$ cat src/rtl/sdrd_sector_window.sv
// sdrd_sector_window: fetch one SD sector over SPI and capture a 64-byte aligned window of it for the FAT32 controller
module sdrd_sector_window #(
    parameter int TMO_W = 20
) (
    input  logic         CLK,
    input  logic         RST_X,
    input  logic         SPI_INIT,
    input  logic         REQ,
    input  logic [31:0]  REQ_ADR,
    input  logic [1:0]   REQ_TYPE,
    output logic         SPI_RD_REQ,
    output logic [22:0]  SPI_SECTOR,
    input  logic         SPI_RD_ACK,
    input  logic [7:0]   SPI_BYTE,
    input  logic         SPI_BYTE_VALID,
    output logic [511:0] FATIN_PRM,
    output logic         FATIN_VALID,
    output logic [1:0]   FATIN_TYPE,
    output logic         BUSY,
    output logic         ERR
);
    typedef enum logic [1:0] {IDLE, ISSUE, RECV, DONE} state_t;
    localparam logic [TMO_W-1:0] TMO_ONE = 1;
    localparam logic [TMO_W-1:0] TMO_END = {{(TMO_W-1){1'b1}}, 1'b0};
    state_t state, state_nx;
    logic [2:0] win;
    logic [9:0] cnt;
    logic [TMO_W-1:0] tmo;
    logic start, active, byte_ok, tmo_clr, tmo_hit;
    logic unused_adr;
    assign unused_adr = ^REQ_ADR[5:0];
    always_comb begin
        start    = state == IDLE && REQ && !SPI_INIT;
        active   = state == ISSUE || state == RECV;
        byte_ok  = state == RECV && SPI_BYTE_VALID && !SPI_INIT;
        tmo_clr  = byte_ok || (state == ISSUE && SPI_RD_ACK);
        // fire on the edge where the idle count would reach all-ones
        tmo_hit  = active && !tmo_clr && !SPI_INIT && tmo == TMO_END;
        state_nx = SPI_INIT || tmo_hit ? IDLE :
                   state == IDLE  ? (start ? ISSUE : IDLE) :
                   state == ISSUE ? (SPI_RD_ACK ? RECV : ISSUE) :
                   state == RECV  ? (byte_ok && cnt == 10'd511 ? DONE : RECV) :
                   IDLE;
    end
    always_ff @(posedge CLK or negedge RST_X) begin
        if (!RST_X) begin
            state       <= IDLE;
            win         <= '0;
            cnt         <= '0;
            tmo         <= '0;
            SPI_RD_REQ  <= 1'b0;
            SPI_SECTOR  <= '0;
            FATIN_PRM   <= '0;
            FATIN_VALID <= 1'b0;
            FATIN_TYPE  <= '0;
            BUSY        <= 1'b0;
            ERR         <= 1'b0;
        end else begin
            state       <= state_nx;
            SPI_RD_REQ  <= state_nx == ISSUE;
            BUSY        <= state_nx != IDLE;
            FATIN_VALID <= state_nx == DONE;
            ERR         <= tmo_hit;
            if (start) begin
                SPI_SECTOR <= REQ_ADR[31:9];
                win        <= REQ_ADR[8:6];
                FATIN_TYPE <= REQ_TYPE;
            end
            cnt <= start ? '0 : byte_ok ? cnt + 10'd1 : cnt;
            tmo <= start || tmo_clr ? '0 : active ? tmo + TMO_ONE : tmo;
            if (byte_ok && cnt[8:6] == win)
                FATIN_PRM[{cnt[5:0], 3'b000} +: 8] <= SPI_BYTE;
        end
    end
endmodule

$ cat config.mk
export PLATFORM = sky130hd
export DESIGN_NAME = sdrd_sector_window
export DESIGN_NICKNAME = d
export VERILOG_FILES = /design/src/rtl/sdrd_sector_window.sv
export SDC_FILE = /design/constraint.sdc
export NUM_CORES = 1
export LEC_CHECK = 0
export CAP_MARGIN = 20
export CORE_MARGIN = 2
export CORE_UTILIZATION = 29
export DETAILED_ROUTE_END_ITERATION = 7
export HOLD_SLACK_MARGIN = 0.1
export PLACE_DENSITY_LB_ADDON = 0.15
export SETUP_SLACK_MARGIN = 0.1
export SYNTH_ARGS = -nofsm -noshare
export SYNTH_HDL_FRONTEND = slang
export SYNTH_SLANG_ARGS = --single-unit
$ cat constraint.sdc
create_clock -name CLK -period 6.4 [get_ports CLK]
set_clock_uncertainty 0.15 [all_clocks]
set_input_delay 1.28 -clock CLK [delete_from_list [all_inputs] [get_ports CLK]]
set_output_delay 1.28 -clock CLK [all_outputs]
set_load 0.02 [all_outputs]
==> run summary, run 1 <==
From left edge to right edge, the die measures 289 µm. TritonCTS built the clock tree. The fraction of the cycle the final worst path needs is 66.0%. The count of state elements after synthesis is 576. The actual slew at the worst max-slew pin is 1.06 ns. Yosys attributes the largest share of cell area to dfrtp_1 (61%), mux2_2 (25%), nor2_1 (1.8%). The run finished with clean final reports. From synthesis to final layout, the design area changed by 39.5%. Summed over all nets, the half-perimeter wirelength after detailed placement is 55.8 mm. The average footprint of a synthesized cell came out at 14.4 µm². The number of global-route vias before repair is 16,760. The number of design-rule violations left by the first detailed-router iteration came out at 763. STA puts the critical path data required time at 6.73 ns. The netlist area before placement is 0.0236 mm².

The largest net degree at the start of global routing is 148. The initial antenna violation count came out at 3. Leaving out fill and tap cells, the most frequent cells in the layout are dfrtp_1 (576), clkdlybuf4s50_1 (573), mux2_2 (517). Detailed routing inserted a total of 15,608 vias. The cell family contributing the most delay on the critical path is simple AND/OR/NAND/NOR gates. The startpoint kind of the worst setup timing path is an input port. The total of warnings raised by yosys came out at 0. In this run the worst hold path is classified as flop to flop. In the final layout, flip-flops and latches occupy 0.0144 mm². CTS placed an instance of clkbuf_16 at the clock tree root. The aggregate negative setup slack came out at 0 ns. Setup repair after global routing left no endpoint under its margin.

The number of antenna-violating nets in the routed design came out at 0. The count of final setup violators came out at 0. Buffers placed on the I/O ports in this run total 582. The worst-case headroom to the max-slew limit came out at 29.3%. The first-pass iteration count of the detailed router is 4.

Clock-pin slew was measured on the worst setup and hold paths at 0.05 ns. The time the final worst path needs with I/O delays and setup is 4.22 ns. The hold violation total from the final report is 0.

The signal on the critical path passes through clkdlybuf4s50_1 > nand3b_4 > nor4_1 > nand4_1 > nor2_1 > mux2_2. The number of flops mapped to enable cells by yosys came out at 0. The leakage dissipation came out at 15.2 nW. The average vias per placed instance is 4.68. The clock reaches the later pin of the worst-skew pair after 0.60 ns. The delay contributed by the slowest stage of the critical path came out at 0.90 ns. The core region is 0.0805 mm². The worst flop-to-flop path startpoint is cnt[0].

The most frequent standard cell in the layout excluding fill and tap cells is dfrtp_1. The count of unique library cells instantiated by Yosys is 63. Across the run, the number of max-cap violations was 0.

The cell type contributing the most total cell area after synthesis is dfrtp_1. Across the VDD grid, the largest voltage drop is 0.162 mV. The setup path with the least slack is of type input port to flop. After layout, the design draws a total of 8.04 mW. Among all flip-flop cells after synthesis, the most frequent one is dfrtp_1. On the critical path, the stage with the largest delay is an instance of nor2_1. The die outline height is 289 µm.

For this run, the register share of the synthesized area comes to 61.0%. The top achievable clock speed is 0.237 GHz. The sum of overflow across all layers after global routing is 0. The multi-input combinational cells in the finished layout cover a total of 0.00886 mm².

For this run, design rule violations remaining after detail routing come to 0. The starting density of the core is 29.3%. The count of mapped cells out of synthesis came out at 1,638. The filler cells instantiated in the layout total 7,522. The worst hold path begins at FATIN_PRM[311]. The floorplan has 104 rows. The net total in the final layout is 2,282.

The H-tree generated during clock tree synthesis spans 3 levels. The net count of the mapped netlist is 1,694. The clock sink count came out at 576. The global routing usage summed across all routing layers came out at 18.8%. The clock tree buffer depth came out at 3.

The clock buffer count from CTS came out at 68. The count of final max-slew check failures is 0. The global-route wire length before repair is 116 mm.

In this run the worst path has a maximum fanout of 9. The share of cells above drive strength 1 came out at 31.3%. In the final routed layout, each cell accounts on average for 23.8 µm. Routability-driven placement finished with a final weighted congestion of 0.824. The hold-fix buffer count after cts is 0. The number of gates resized after cts came out at 0. The area share of the largest cell type after synthesis is 61.0%.

The worst setup path is captured at a flop. The share of flip-flops with an asynchronous set or reset came out at 100%. The number of top-level pins came out at 589. The full die area came out at 0.0838 mm². The power per cell area is 244 mW/mm². At the worst endpoint, the arrival time is 4.55 ns.

The number of setup buffers added after CTS came out at 0. The routed design has 79.5 mm of wire. The most critical setup path has its startpoint at SPI_INIT. The count of buffering cells on the critical path with inverters included came out at 1.
routing by layer:
layer | part of all wire, % | vias to the layer above | track usage (%)
met5 | 0 | - | 0
met4 | 2.8 | 0 | 6.08
met3 | 5.6 | 108 | 4.20
met2 | 52 | 439 | 33.7
met1 | 40 | 8125 | 22.2
li1 | - | 6936 | -
area by class of cell:
type | count | share of cell area, %
sequential | 576 | 43.7
tap | 1060 | 4.02
multi-input combinational | 967 | 26.9
clock inverter | 15 | 0.759
antenna | 1 | 0.00759
inverter | 11 | 0.125
clock buffer | 104 | 6.28
timing repair buffer | 602 | 18.2
power breakdown:
group | internal [mW] | total [mW] | switching [mW]
clock | 2.44 | 4.01 | 1.57
sequential | 3.68 | 3.70 | 0.0215
combinational | 0.115 | 0.330 | 0.215
logic make-up after synthesis:
group           synth area share (%)
flops                           61.0
fa+ha+maj                      0.424
simple gates                    8.36
xor+xnor                        1.33
compound gates                  1.25
buf+inv                         1.72
mux                             25.9
flip-flops by register name, indices dropped and copies added, names as in the netlist:
name	cells
state	2
tmo	20
FATIN_TYPE	2
BUSY	1
ERR	1
FATIN_PRM	512
FATIN_VALID	1
SPI_SECTOR	23
win	3
cnt	10
SPI_RD_REQ	1
through the flow:
step           util [%]  cells  area, µm²  setup slack (ns)  hold slack [ns]
4_1_cts            40.9   3335      33000              2.21            0.343
3_5_place_dp       38.0   3216      30600              1.56            0.330
3_3_place_gp       38.0   3216      30600              1.65            0.323
6_report           40.9   3336      33000              2.18            0.338
2_1_floorplan         -   1638      23600              2.90            0.347
5_1_grt            40.9   3335      33000              1.91            0.353
worst paths after layout:
path,to,slack [ns],depth (start not counted)
max,FATIN_PRM[80],2.18,6
min,FATIN_PRM[311],0.34,1
max reg2reg,FATIN_PRM[80],2.19,7
min reg2reg,FATIN_PRM[311],0.34,1
max in group asynchronous,FATIN_PRM[257],4.01,2
min in group asynchronous,FATIN_PRM[44],0.61,1
cells in the mapped netlist, drive strengths merged, types with 5 or more instances:
library cell,count
dfrtp,576
mux2,536
nor2,126
nand2,63
clkbuf,61
and2,37
nor3,30
xor2,25
buf,23
nand2b,15
nand3,13
nand4,13
o21ai,13
inv,11
xnor2,11
or3,10
and3,9
ha,8
nor2b,8
mux2i,5
(Power assumes the default switching activity.)
==> inputs of run 2 (changes only) <==
==> constraint.sdc (replaced) <==
create_clock -name CLK -period 4.1 [get_ports CLK]
set_clock_uncertainty 0.15 [all_clocks]
set_input_delay 0.82 -clock CLK [delete_from_list [all_inputs] [get_ports CLK]]
set_output_delay 0.82 -clock CLK [all_outputs]
set_load 0.02 [all_outputs]
==> run 2 against run 1 <==
Effect of this change:
- die area is the same
- power grew 57%
- wire length grew 1.5%
- flip-flop and latch count is the same
- final cell count grew 1.2%
- register-to-register slack lost 1.6 ns
- worst setup slack lost 1.6 ns
- critical path depth grew 2
- first-iteration DRC count shrank 9.8%
- critical path type is now flop to flop
- largest power group unchanged
- highest routed layer is now met5
==> run summary, run 2 (same netlist as run 1, synthesis figures left out) <==
The run finished with clean final reports. The count of buffering cells on the critical path with inverters included is 2 (+1). The number of global-route vias before repair came out at 16,591 (-1.0%). The actual slew at the worst max-slew pin is 0.913 ns (-0.144 ns). The number of antenna-violating nets in the routed design is 0 (unchanged). The placed instance count is 3,253 (+1.2%).

The net total in the final layout is 2,321 (+1.7%). Setup repair after global routing left no endpoint under its margin. The slowest stage of the critical path belongs to the cell ha_1.

The sum of overflow across all layers after global routing is 0 (unchanged). The average vias per placed instance came out at 4.67 (about the same). The full die area came out at 0.0838 mm² (unchanged). The die outline height is 289 µm (unchanged).

The power per cell area is 378 mW/mm² (+55%). Leaving out fill and tap cells, the most frequent cell in the layout is dfrtp_1. The max-capacitance violation count is 0 (unchanged). The quantity of I/O buffers inserted on ports came out at 582 (unchanged). The clock latency at the later pin of the worst-skew pair is 0.60 ns (about the same). The clock-pin slew of the registers on the worst-case setup and hold paths is 0.06 ns (about the same). The delay contributed by the slowest stage of the critical path was 0.57 ns (-0.33 ns). The number of top-level pins is 589 (unchanged). The floorplan die width came out at 289 µm (unchanged). The top achievable clock speed came out at 0.286 GHz. Broken down by cell family, the worst path's largest delay share belongs to simple AND/OR/NAND/NOR gates.

The register with the most flip-flops in the final layout is FATIN_PRM. The required time at the worst-slack endpoint is 4.41 ns (-2.32 ns). The worst-case headroom to the max-slew limit was 39.1% (+9.8 points). The flip-flop count of the largest register, all copies and words added came out at 512 (unchanged). The routed length per placed instance is 23.9 µm (+0.30%).

The post-route total power came out at 12.6 mW (+57%). The cell sitting at the root of the clock tree is a clkbuf_16. The starting density of the core is 29.3% (unchanged). The global routing usage summed across all routing layers came out at 19.0% (+0.21 points). The peak supply drop came to 0.320 mV (+98%). The time the final worst path needs with I/O delays and setup came out at 3.49 ns. In the layout the commonest cells are dfrtp_1 (576), clkdlybuf4s50_1 (573), mux2_2 (517).

The DRC violation count after routing came out at 0 (unchanged). The hold violation total from the final report is 0 (unchanged). The largest driver fanout on the critical path is 14 (+5). The worst setup path is launched from a flop. The signal on the critical path passes through inv_1 > ha_1 > or3b_1 > mux2i_1 > and2_1 > buf_4 > nand3_1 > mux2_2. The placeable core region is 0.0805 mm² (unchanged). The worst endpoint data arrival time is 3.80 ns (-0.75 ns). The first-pass iteration count of the detailed router is 4 (unchanged). The global placer's final weighted congestion was 0.813 (-1.4%).

The slack of the worst reg-to-reg path came out at 0.61 ns (-1.58 ns). The largest net degree at the start of global routing came to 113 (-24%). The total routed wirelength came out at 80.7 mm (+1.5%). The layout filler cell count is 7,453 (-0.92%). The global-route wire length before repair is 117 mm (+0.77%). The count of final setup violators is 0 (unchanged).

The clock buffer count from CTS is 68 (unchanged). The aggregate negative setup slack is 0 ns (unchanged). The share of cells above drive strength 1 came out at 32.5% (+1.3 points). The worst setup path is of the flop to flop kind. The worst min-delay path class is flop to flop. The placed wire-length estimate after detailed placement came out at 57.4 mm (+2.9%). The worst hold slack came to 0.334 ns (-0.00426 ns). The final non-filler cell total came to 3,376 (+1.2%). The number of core rows is 104 (unchanged). TritonCTS built the clock tree. The number of vias in the routed layout is 15,780 (+1.1%). The count of final max-slew check failures is 0 (unchanged).

The number of gates resized after cts was 0 (unchanged). The clock sink count came out at 576 (unchanged). The largest registers in the layout are FATIN_PRM: 512 flops, SPI_SECTOR: 23 flops, tmo: 20 flops. The initial antenna violation count is 5 (+2). STA classifies the critical path endpoint as a flop. The fraction of the cycle the final worst path needs came out at 85.2%. The layout-stage area growth over the synthesis result came out at 40.8%. The clock tree buffer depth is 3 (unchanged). The CTS H-tree depth is 3 (unchanged). The leakage dissipation came out at 15.4 nW (+1.4%). The number of design-rule violations left by the first detailed-router iteration is 688 (-9.8%).
[run 2: changes by cell type in the layout (fill, tap and decap cells not counted), sizes merged]
cell | before | now
diode | 1 | 2
dlygate4sd3 | 0 | 1
inv | 13 | 14
bufinv | 5 | 7
buf | 29 | 67
clkbuf | 104 | 95
clkinv | 6 | 13
clkinvlp | 2 | 1
[run 2: metrics by stage]
| step | utilization (%) | setup WS [ns] | instance area, µm² |
|---|---|---|---|
| final | 41.3 | 0.608 | 33300 |
| after global routing | 41.3 | 0.459 | 33300 |
| after global placement | 38.4 | 0.379 | 30900 |
| after floorplan | - | 1.01 | 23600 |
| after CTS | 41.3 | 0.650 | 33300 |
| after detailed placement | 38.4 | 0.330 | 30900 |
[run 2: path summary, 6_finish.rpt]
path                                startpoint             end  cells after the start
worst max-delay path                    cnt[0]  FATIN_PRM[185]                      8
worst min-delay path            FATIN_PRM[511]  FATIN_PRM[511]                      1
worst max register to register          cnt[0]  FATIN_PRM[185]                      8
worst min register to register  FATIN_PRM[511]  FATIN_PRM[511]                      1
max in group asynchronous                RST_X  FATIN_PRM[487]                      3
min in group asynchronous                RST_X  FATIN_PRM[201]                      2
[run 2: where the power goes]
part | internal [mW] | total, mW | switching (mW)
Clock | 3.82 | 6.27 | 2.46
Combinational | 0.188 | 0.532 | 0.344
Sequential | 5.74 | 5.78 | 0.0347
[run 2: layer usage]
layer	global-route usage (%)	wire, µm
met5	0	11
met4	6.80	2670
met3	3.85	4450
met2	33.0	41000
met1	23.4	32600
[run 2: cell type report]
| cell class | count | area (µm²) | share of cell area, % |
|---|---|---|---|
| diodes | 2 | 5.00 | 0.0150 |
| clock inverters | 24 | 354 | 1.06 |
| inverters | 11 | 41.3 | 0.124 |
| clock buffers | 95 | 1970 | 5.94 |
| multi-input cells | 967 | 8860 | 26.6 |
| repair buffers | 641 | 6280 | 18.9 |
| well taps | 1060 | 1330 | 3.99 |
| flip-flops and latches | 576 | 14400 | 43.3 |
[run 2: worst register-to-register path, cell delays in order (launching register included)]
cell and delay [ns]:
dfrtp_1 0.37, inv_1 0.17, ha_1 0.57, or3b_1 0.50
mux2i_1 0.25, and2_1 0.16, buf_4 0.26, nand3_1 0.49
mux2_2 0.46
[run 2: timing repair]
action / 4_1_cts / 5_1_grt
setup buffers: 0 / 0
hold buffers: 1 / 0
endpoints found under the hold margin: 35 / 0
==> inputs of run 3 (changes only) <==
--- a/config.mk
+++ b/config.mk
@@ -15,3 +15,4 @@
 export SYNTH_ARGS = -nofsm -noshare
 export SYNTH_HDL_FRONTEND = slang
 export SYNTH_SLANG_ARGS = --single-unit
+export TNS_END_PERCENT = 50
==> results of run 3 <==
The final DEF is identical to that of run 2; final timing and power are the same.
